## src/rtl/pos_read_sequencer.sv

```systemverilog
// Read-side sequencer for the neighbor-position cache: fetches the home-cell count, then
// walks every (ref_id, particle_id) pair once per phase. Optional counters via POS_RD_PERF_CNT_EN.
module pos_read_sequencer #(
  parameter int PARTICLE_ID_WIDTH = 7,
  parameter int COUNT_LATENCY     = 3,
  parameter int PERF_CNT_WIDTH    = 32
) (
  input  logic                         clk,
  input  logic                         rst,
  input  logic                         start,
  input  logic                         back_pressure,
  input  logic [PARTICLE_ID_WIDTH-1:0] ref_particle_count,
  output logic                         phase,
  output logic                         reading_particle_num,
  output logic                         pause_reading,
  output logic [PARTICLE_ID_WIDTH-1:0] ref_id,
  output logic [PARTICLE_ID_WIDTH-1:0] particle_id,
  output logic [PARTICLE_ID_WIDTH-1:0] rd_addr,
  output logic                         busy,
  output logic                         sweep_done
`ifdef POS_RD_PERF_CNT_EN
  ,
  output logic [PERF_CNT_WIDTH-1:0]    stall_cycles,
  output logic [PERF_CNT_WIDTH-1:0]    active_cycles
`endif
);

  localparam int W     = PARTICLE_ID_WIDTH;
  localparam int CNT_W = $clog2(COUNT_LATENCY + 1);

  typedef enum logic [2:0] {
    S_IDLE,
    S_READ_NUM,
    S_WAIT_NUM,
    S_LOAD_REF,
    S_BROADCAST,
    S_NEXT_PHASE,
    S_DONE
  } state_t;

  state_t           state_q, state_d;
  logic             phase_q, phase_d;
  logic             rpn_q, rpn_d;
  logic             pause_q, pause_d;
  logic [W-1:0]     ref_id_q, ref_id_d;
  logic [W-1:0]     particle_id_q, particle_id_d;
  logic [W-1:0]     rd_addr_q, rd_addr_d;
  logic             busy_q, busy_d;
  logic             sweep_done_q, sweep_done_d;
  logic [W-1:0]     count_q, count_d;
  logic [CNT_W-1:0] wait_cnt_q, wait_cnt_d;
  logic             start_accept;
  logic             goto_read;

  assign start_accept = (state_q == S_IDLE) && start;

  always_comb begin
    state_d       = state_q;
    phase_d       = phase_q;
    rpn_d         = 1'b0;
    pause_d       = 1'b0;
    ref_id_d      = ref_id_q;
    particle_id_d = particle_id_q;
    rd_addr_d     = rd_addr_q;
    busy_d        = busy_q;
    sweep_done_d  = 1'b0;
    count_d       = count_q;
    wait_cnt_d    = wait_cnt_q;
    goto_read     = 1'b0;

    case (state_q)
      S_IDLE: begin
        if (start) begin
          busy_d    = 1'b1;
          phase_d   = 1'b0;
          goto_read = 1'b1;
        end
      end
      S_READ_NUM: begin
        state_d = S_WAIT_NUM;
      end
      S_WAIT_NUM: begin
        if (wait_cnt_q == CNT_W'(COUNT_LATENCY - 1)) begin
          count_d = ref_particle_count;
          if (ref_particle_count == '0) begin
            state_d = S_NEXT_PHASE;
          end else begin
            state_d       = S_LOAD_REF;
            ref_id_d      = W'(1);
            particle_id_d = '0;
            rd_addr_d     = W'(1);
          end
        end else begin
          wait_cnt_d = wait_cnt_q + 1'b1;
        end
      end
      S_LOAD_REF: begin
        if (back_pressure) begin
          pause_d = 1'b1;
        end else begin
          state_d       = S_BROADCAST;
          particle_id_d = W'(1);
          rd_addr_d     = W'(1);
        end
      end
      S_BROADCAST: begin
        if (back_pressure) begin
          pause_d = 1'b1;
        end else if (particle_id_q == count_q) begin
          // Last ref exits with ref_id = H+1 (may wrap to 0); the exit is decided by the compare.
          ref_id_d = ref_id_q + 1'b1;
          if (ref_id_q == count_q) begin
            state_d = S_NEXT_PHASE;
          end else begin
            state_d       = S_LOAD_REF;
            particle_id_d = '0;
            rd_addr_d     = ref_id_q + 1'b1;
          end
        end else begin
          particle_id_d = particle_id_q + 1'b1;
          rd_addr_d     = particle_id_q + 1'b1;
        end
      end
      S_NEXT_PHASE: begin
        if (!phase_q) begin
          phase_d   = 1'b1;
          goto_read = 1'b1;
        end else begin
          state_d      = S_DONE;
          sweep_done_d = 1'b1;
        end
      end
      S_DONE: begin
        state_d = S_IDLE;
        busy_d  = 1'b0;
        phase_d = 1'b0;
      end
      default: begin
        state_d = S_IDLE;
      end
    endcase

    // Count word is re-read at the start of every phase.
    if (goto_read) begin
      state_d       = S_READ_NUM;
      rpn_d         = 1'b1;
      rd_addr_d     = '0;
      ref_id_d      = '0;
      particle_id_d = '0;
      wait_cnt_d    = '0;
    end
  end

  always_ff @(posedge clk) begin
    if (rst) begin
      state_q       <= S_IDLE;
      phase_q       <= 1'b0;
      rpn_q         <= 1'b0;
      pause_q       <= 1'b0;
      ref_id_q      <= '0;
      particle_id_q <= '0;
      rd_addr_q     <= '0;
      busy_q        <= 1'b0;
      sweep_done_q  <= 1'b0;
      count_q       <= '0;
      wait_cnt_q    <= '0;
    end else begin
      state_q       <= state_d;
      phase_q       <= phase_d;
      rpn_q         <= rpn_d;
      pause_q       <= pause_d;
      ref_id_q      <= ref_id_d;
      particle_id_q <= particle_id_d;
      rd_addr_q     <= rd_addr_d;
      busy_q        <= busy_d;
      sweep_done_q  <= sweep_done_d;
      count_q       <= count_d;
      wait_cnt_q    <= wait_cnt_d;
    end
  end

  assign phase                = phase_q;
  assign reading_particle_num = rpn_q;
  assign pause_reading        = pause_q;
  assign ref_id               = ref_id_q;
  assign particle_id          = particle_id_q;
  assign rd_addr              = rd_addr_q;
  assign busy                 = busy_q;
  assign sweep_done           = sweep_done_q;

`ifdef POS_RD_PERF_CNT_EN
  logic [PERF_CNT_WIDTH-1:0] stall_cnt_q, stall_cnt_d;
  logic [PERF_CNT_WIDTH-1:0] active_cnt_q, active_cnt_d;

  // Counters track the registered busy/pause outputs and stick at all-ones.
  always_comb begin
    stall_cnt_d  = stall_cnt_q;
    active_cnt_d = active_cnt_q;
    if (start_accept) begin
      stall_cnt_d  = '0;
      active_cnt_d = '0;
    end else begin
      if (busy_q && (active_cnt_q != '1)) active_cnt_d = active_cnt_q + 1'b1;
      if (pause_q && (stall_cnt_q != '1)) stall_cnt_d = stall_cnt_q + 1'b1;
    end
  end

  always_ff @(posedge clk) begin
    if (rst) begin
      stall_cnt_q  <= '0;
      active_cnt_q <= '0;
    end else begin
      stall_cnt_q  <= stall_cnt_d;
      active_cnt_q <= active_cnt_d;
    end
  end

  assign stall_cycles  = stall_cnt_q;
  assign active_cycles = active_cnt_q;
`else
  logic unused_start_accept;
  assign unused_start_accept = start_accept;
`endif

endmodule
```

## config.mk

```make
export PLATFORM = sky130hd
export DESIGN_NAME = pos_read_sequencer
export DESIGN_NICKNAME = d
export VERILOG_FILES = /design/src/rtl/pos_read_sequencer.sv
export SDC_FILE = /design/constraint.sdc
export NUM_CORES = 1
export LEC_CHECK = 0
export ABC_CLOCK_PERIOD_IN_PS = 4100
export CAP_MARGIN = 0
export CORE_ASPECT_RATIO = 0.7
export CORE_MARGIN = 5
export CORE_UTILIZATION = 57
export CTS_CLUSTER_DIAMETER = 60
export DETAILED_ROUTE_END_ITERATION = 7
export PLACE_DENSITY = 0.9
export SETUP_SLACK_MARGIN = 0.2
export SLEW_MARGIN = 20
export SYNTH_ARGS = -nofsm -noshare
export SYNTH_HDL_FRONTEND = slang
export SYNTH_SLANG_ARGS = --single-unit
```

## constraint.sdc

```tcl
create_clock -name clk -period 4.1 [get_ports clk]
set_input_delay 0.615 -clock clk [delete_from_list [all_inputs] [get_ports clk]]
set_output_delay 0.615 -clock clk [all_outputs]
set_load 0.01 [all_outputs]
```

==> results.cfg, run 1 <==
[floorplan]
rows = 18
io_pins = 37
dieArea_mm2 = 0.00523
die_y_um = 62.0
floorplan.initialDensity_pct = 60.8
die_w_um = 84.3
core-area_mm2 = 0.00363

[run]
maxCapViolCount = 0

[cts]
cts_hold_buf = 0
htreeDepth = 2
clkLatencyLatePin_ps = 300
cts.sinks = 38
clk_pin_slew_ps = 80
cts_setup_buffers = 0
ctsRootBufferMaster = clkbuf_8
cts_buffers = 5
cts_resized = 0
cts_tree = done
max-clock-path-buffers = 2

[global_routing]
grt_pass1_wl_mm = 9.20
top_usage_layer = met2
grtUsageMet1_pct = 32.3
grt_max_degree = 18
grt_overflow = 0
grt_pass1_vias = 1851
grt_antenna_before_repair = 0
met3_usage_pct = 5.80
grt_use_total_pct = 22.1
grt_util_met2_pct = 33.5

[finish]
layout_commonest_cell = dfxtp_1
stdcell_count = 339
drive_above_1_share_pct = 9.00
mostFrequentLayoutCells = dfxtp_1 (38), clkdlybuf4s50_1 (36), nand2_1 (22)
areaGrowthSynthToFinish_pct = 20.6
final_cell_area_mm2 = 0.00266
fin_util_pct = 73.3
diodes = 0
nets = 302

[setup_path]
reg2reg_to = ref_id[6]
worst-endpoint-required_ps = 4280
slowest_stage = or4_1
crit_path_end = particle_id[0]
path_max_fanout = 15
cp_num_buf_inv = 1
cp.arrival_ps = 2820
worst_setup_path_end_kind = flop
r2r_slack_ps = 1470
crit_cells = 6
cp_cell_sequence = clkdlybuf4s50_1 > or4_1 > nor4_2 > a211o_1 > o21ai_0 > o311a_1
start_kind = primary input
rr_worst_depth = 4
rr_startpoint = state_q[0]
critical_path.max_stage_delay_ps = 560
cp-startpoint = ref_particle_count[3]
critPathKind = primary input to flop
critPathTopFamily = simple AND/OR/NAND/NOR gates

[logic_synthesis]
yosysSeqAreaShare_pct = 34.5
synth-edff-count = 0
synthDistinctLibCells = 60
postSynthCellCount = 259
synth_area_leader_cell = dfxtp_1
syn_nets = 273
async_flop_share_pct = 0
ys_ff_latch = 38
yosysWarnings = 0
ys.flop_type = dfxtp_1
synth_top_area_share_pct = 34.5
syn_avg_cell_area_um2 = 8.51
syn_area_mm2 = 0.00220
synth.area.top_cells = dfxtp_1 (35%), xnor2_1 (6.8%), a21oi_1 (4.8%), nand2_1 (3.7%), xor2_1 (2.8%)

[timing]
worst_pin_slew_ps = 707
setup_ws_ps = 1460
slew_headroom_pct = 52.3
period_minus_slack_ps = 2640
finalCritPeriodShare_pct = 64.3
final-max-slew-violation-count = 0
setup_viol = 0
setup_tns_ps = 0
fin_worst_skew_ps = 8.27
hold_ws_ps = 495
clock.fmax_mhz = 379
rsz0062_at_grt = no
finalHoldViolations = 0

[place]
dpl.hpwl_mm = 4.18
portBuffers = 36
placed_cell_area_mm2 = 0.00256
placedCellCount = 331
preCtsSetupSlack_ps = 1130
routabilityCongestion = 0.926

[run_status]
outcome = completed

[min_path]
min_path_cells = 2
min_path_type = flop to flop

[routing]
wl_per_cell_um = 16.4
avgViaCountPerCell = 6.22
drt_pass1_iterations = 6
num_vias = 2109
drc = 0
drt-total-wl_mm = 5.56
drt_iter0_drc = 307
drtAntennaViolNets = 0

[power]
power_mw = 0.760
power.leakage_nw = 0.904
peakVddDrop_uv = 168
cellPowerDensity_mw_per_mm2 = 286
-- sequential cells by signal, indices dropped and copies added, names as in the netlist --
| name | flops |
|---|---|
| particle_id | 7 |
| wait_cnt_q | 2 |
| pause_reading | 1 |
| state_q | 3 |
| ref_id | 7 |
| busy | 1 |
| phase | 1 |
| reading_particle_num | 1 |
| sweep_done | 1 |
| count_q | 7 |
| rd_addr | 7 |
-- worst min-delay path: cells and delay by family, from the launching register on --
kind	cells	cell delay [ps]
AOI/OAI and AO/OA	2	140
DFF	1	310
-- how the worst min path moves through the flow --
| stage | startpoint | end |
|---|---|---|
| 2_1_floorplan | count_q[2] | count_q[2] |
| 3_3_place_gp | phase | sweep_done |
| 3_5_place_dp | rd_addr[2] | rd_addr[2] |
| 4_1_cts | rd_addr[2] | rd_addr[2] |
| 5_1_grt | rd_addr[2] | rd_addr[2] |
| 6_report | rd_addr[2] | rd_addr[2] |
-- routing by layer --
metal	part of all wire [%]	vias up
met3	9.3	3
met2	43	94
met1	47	1007
met5	0	-
met4	0.49	0
li1	-	1005
-- area by class of cell --
cell class / count / area, µm²
multi-input cells: 197 / 1340
fillers: 284 / 967
flip-flops and latches: 38 / 761
repair buffers: 38 / 375
clock buffers: 6 / 82.6
well taps: 50 / 62.6
inverters: 8 / 30.0
clock inverters: 2 / 12.5
-- cell families (layout without fill, tap and decap cells) --
| kind of cell | Yosys count | count (layout) | synth area share [%] |
|---|---|---|---|
| flops | 38 | 38 | 34.5 |
| xor+xnor | 24 | 24 | 9.53 |
| fa+ha+maj | 3 | 3 | 1.70 |
| buf+inv | 24 | 54 | 4.94 |
| mux | 4 | 4 | 1.82 |
| compound gates | 76 | 76 | 23.7 |
| simple gates | 90 | 90 | 23.8 |
-- report_power, final --
group | leakage, nW | switching, mW | internal (mW)
logic | 0.550 | 0.0575 | 0.0415
registers | 0.307 | 0.0125 | 0.375
clock network | 0.0472 | 0.138 | 0.135
-- cell usage after synthesis, types with 5 or more instances --
library cell and number:
inv_1 8, o21ai_0 9, nand4_1 6, nand2b_1 6, o211ai_1 6, nor3_1 5
xor2_1 7, nand2_1 22, a21oi_1 21, xnor2_1 17, nand3_1 6, dfxtp_1 38
clkbuf_1 8, nor3b_1 5, nor2_1 15, buf_2 5
Power figures use the tool's default switching activity.
==> run 2: changes to the inputs <==
- ABC_CLOCK_PERIOD_IN_PS: 4100 -> 2400
- CORE_UTILIZATION: 57 -> 48
- PLACE_DENSITY: 0.9 -> 0.81
- clock period: 4.1 -> 2.4 ns (I/O delays scaled with it)
==> results.cfg, run 2 (same netlist as run 1, synthesis figures left out) <==
[setup_path]
critical_path.max_stage_delay_ps = 570
cp.arrival_ps = 2300
rr_startpoint = state_q[2]
start_kind = flop
critPathKind = flop to flop
rr_worst_depth = 6
worst-endpoint-required_ps = 2600
reg2reg_to = particle_id[0]
cp_num_buf_inv = 1
slowest_stage = dfxtp_1
cp_cell_sequence = nor3b_4 > or4b_4 > nor4_4 > buf_4 > o21ai_0 > o311a_1
r2r_slack_ps = 300
path_max_fanout = 13
critPathTopFamily = simple AND/OR/NAND/NOR gates
worst_setup_path_end_kind = flop

[global_routing]
grt_use_total_pct = 20.3
grt_max_degree = 17
grt_overflow = 0
grt_pass1_vias = 2045
grt_antenna_before_repair = 0
grt_pass1_wl_mm = 9.80

[routing]
drt_iter0_drc = 202
num_vias = 2192
drt_pass1_iterations = 5
wl_per_cell_um = 16.8
avgViaCountPerCell = 6.01
drt-total-wl_mm = 6.13
drc = 0
drtAntennaViolNets = 0

[cts]
max-clock-path-buffers = 2
cts_setup_buffers = 0
cts_resized = 0
cts_buffers = 5
clkLatencyLatePin_ps = 300
cts_hold_buf = 0
htreeDepth = 2
cts_tree = done
cts.sinks = 38
clk_pin_slew_ps = 80
ctsRootBufferMaster = clkbuf_8

[floorplan]
core-area_mm2 = 0.00438
io_pins = 37
rows = 20
die_y_um = 66.7
floorplan.initialDensity_pct = 50.3
die_w_um = 91
dieArea_mm2 = 0.00607

[timing]
worst_pin_slew_ps = 432
setup_tns_ps = 0
final-max-slew-violation-count = 0
finalCritPeriodShare_pct = 87.5
clock.fmax_mhz = 476
fin_worst_skew_ps = 14.0
finalHoldViolations = 0
slew_headroom_pct = 70.8
rsz0062_at_grt = yes
period_minus_slack_ps = 2100
setup_viol = 0

[power]
switching_share_pct = 27.4
p_switching_mw = 0.364
power.leakage_nw = 1.01
power_mw = 1.33
clkPwrFrac_pct = 35.3
comb_power_share_pct = 15.0
peakVddDrop_uv = 331
p_seq_share_pct = 49.8
p_int_mw = 0.966
cellPowerDensity_mw_per_mm2 = 471

[run_status]
outcome = completed

[min_path]
holdCritStartpoint = rd_addr[2]
min_path_cells = 2
hold_end = rd_addr[2]
min_path_type = flop to flop

[place]
routabilityCongestion = 0.869
dpl.hpwl_mm = 4.49
portBuffers = 36
placed_cell_area_mm2 = 0.00273

[finish]
areaGrowthSynthToFinish_pct = 28.0
final_cell_area_mm2 = 0.00282
mostFrequentLayoutCells = dfxtp_1 (36), clkdlybuf4s50_1 (36), buf_4 (23)
nets = 323
drive_above_1_share_pct = 15.5
diodes = 0

[run]
maxCapViolCount = 0
-- run 2: area by class of cell --
cell class,instances,area [µm²]
clock buffers,7,86.3
clock inverters,1,5.00
fillers,359,1560
inverters,8,30.0
multi-input cells,197,1340
flip-flops and latches,38,763
well taps,55,68.8
repair buffers,59,533
-- run 2: power groups by stage --
stage          registers [mW]  clock network (mW)  logic [mW]
5_1_grt                 0.665               0.493       0.214
3_3_place_gp            0.675                   0       0.191
3_5_place_dp            0.675                   0       0.194
6_report                0.662               0.469       0.199
4_1_cts                 0.661               0.468       0.196
2_1_floorplan           0.668                   0       0.118
-- run 2: worst register-to-register path, cell delays in order, from the launching register on --
cell     delay [ps]
dfxtp_1         570
nor3b_4         280
or4b_4          520
nor4_4          200
buf_4           220
o21ai_0          80
o311a_1         130
-- run 2: worst max-delay path by stage --
stage                          start  depth (start not counted)             end  slack [ps]
2_1_floorplan             state_q[1]                          5      rd_addr[1]         500
3_3_place_gp   ref_particle_count[3]                          8  particle_id[2]         150
3_5_place_dp   ref_particle_count[3]                          8  particle_id[1]         130
4_1_cts                   state_q[1]                          7       ref_id[5]         270
5_1_grt                   state_q[2]                          5      rd_addr[1]         190
6_report                  state_q[2]                          6  particle_id[0]         300
-- run 2: stage by stage --
step,utilization (%),setup WS (ps),hold WS [ps],std cells
floorplan,-,502,436,259
global placement,62.3,151,485,357
detailed placement,62.3,126,492,357
CTS,64.4,271,504,365
global route,64.5,193,530,365
finish,64.5,300,503,365
-- run 2: layer usage --
metal	GRT usage (%)	routed length (µm)	vias to the layer above
met1	27.8	2850	1036
met4	6.23	56	0
li1	-	-	1052
met2	30.6	2630	96
met3	6.43	599	8
met5	0	0	-
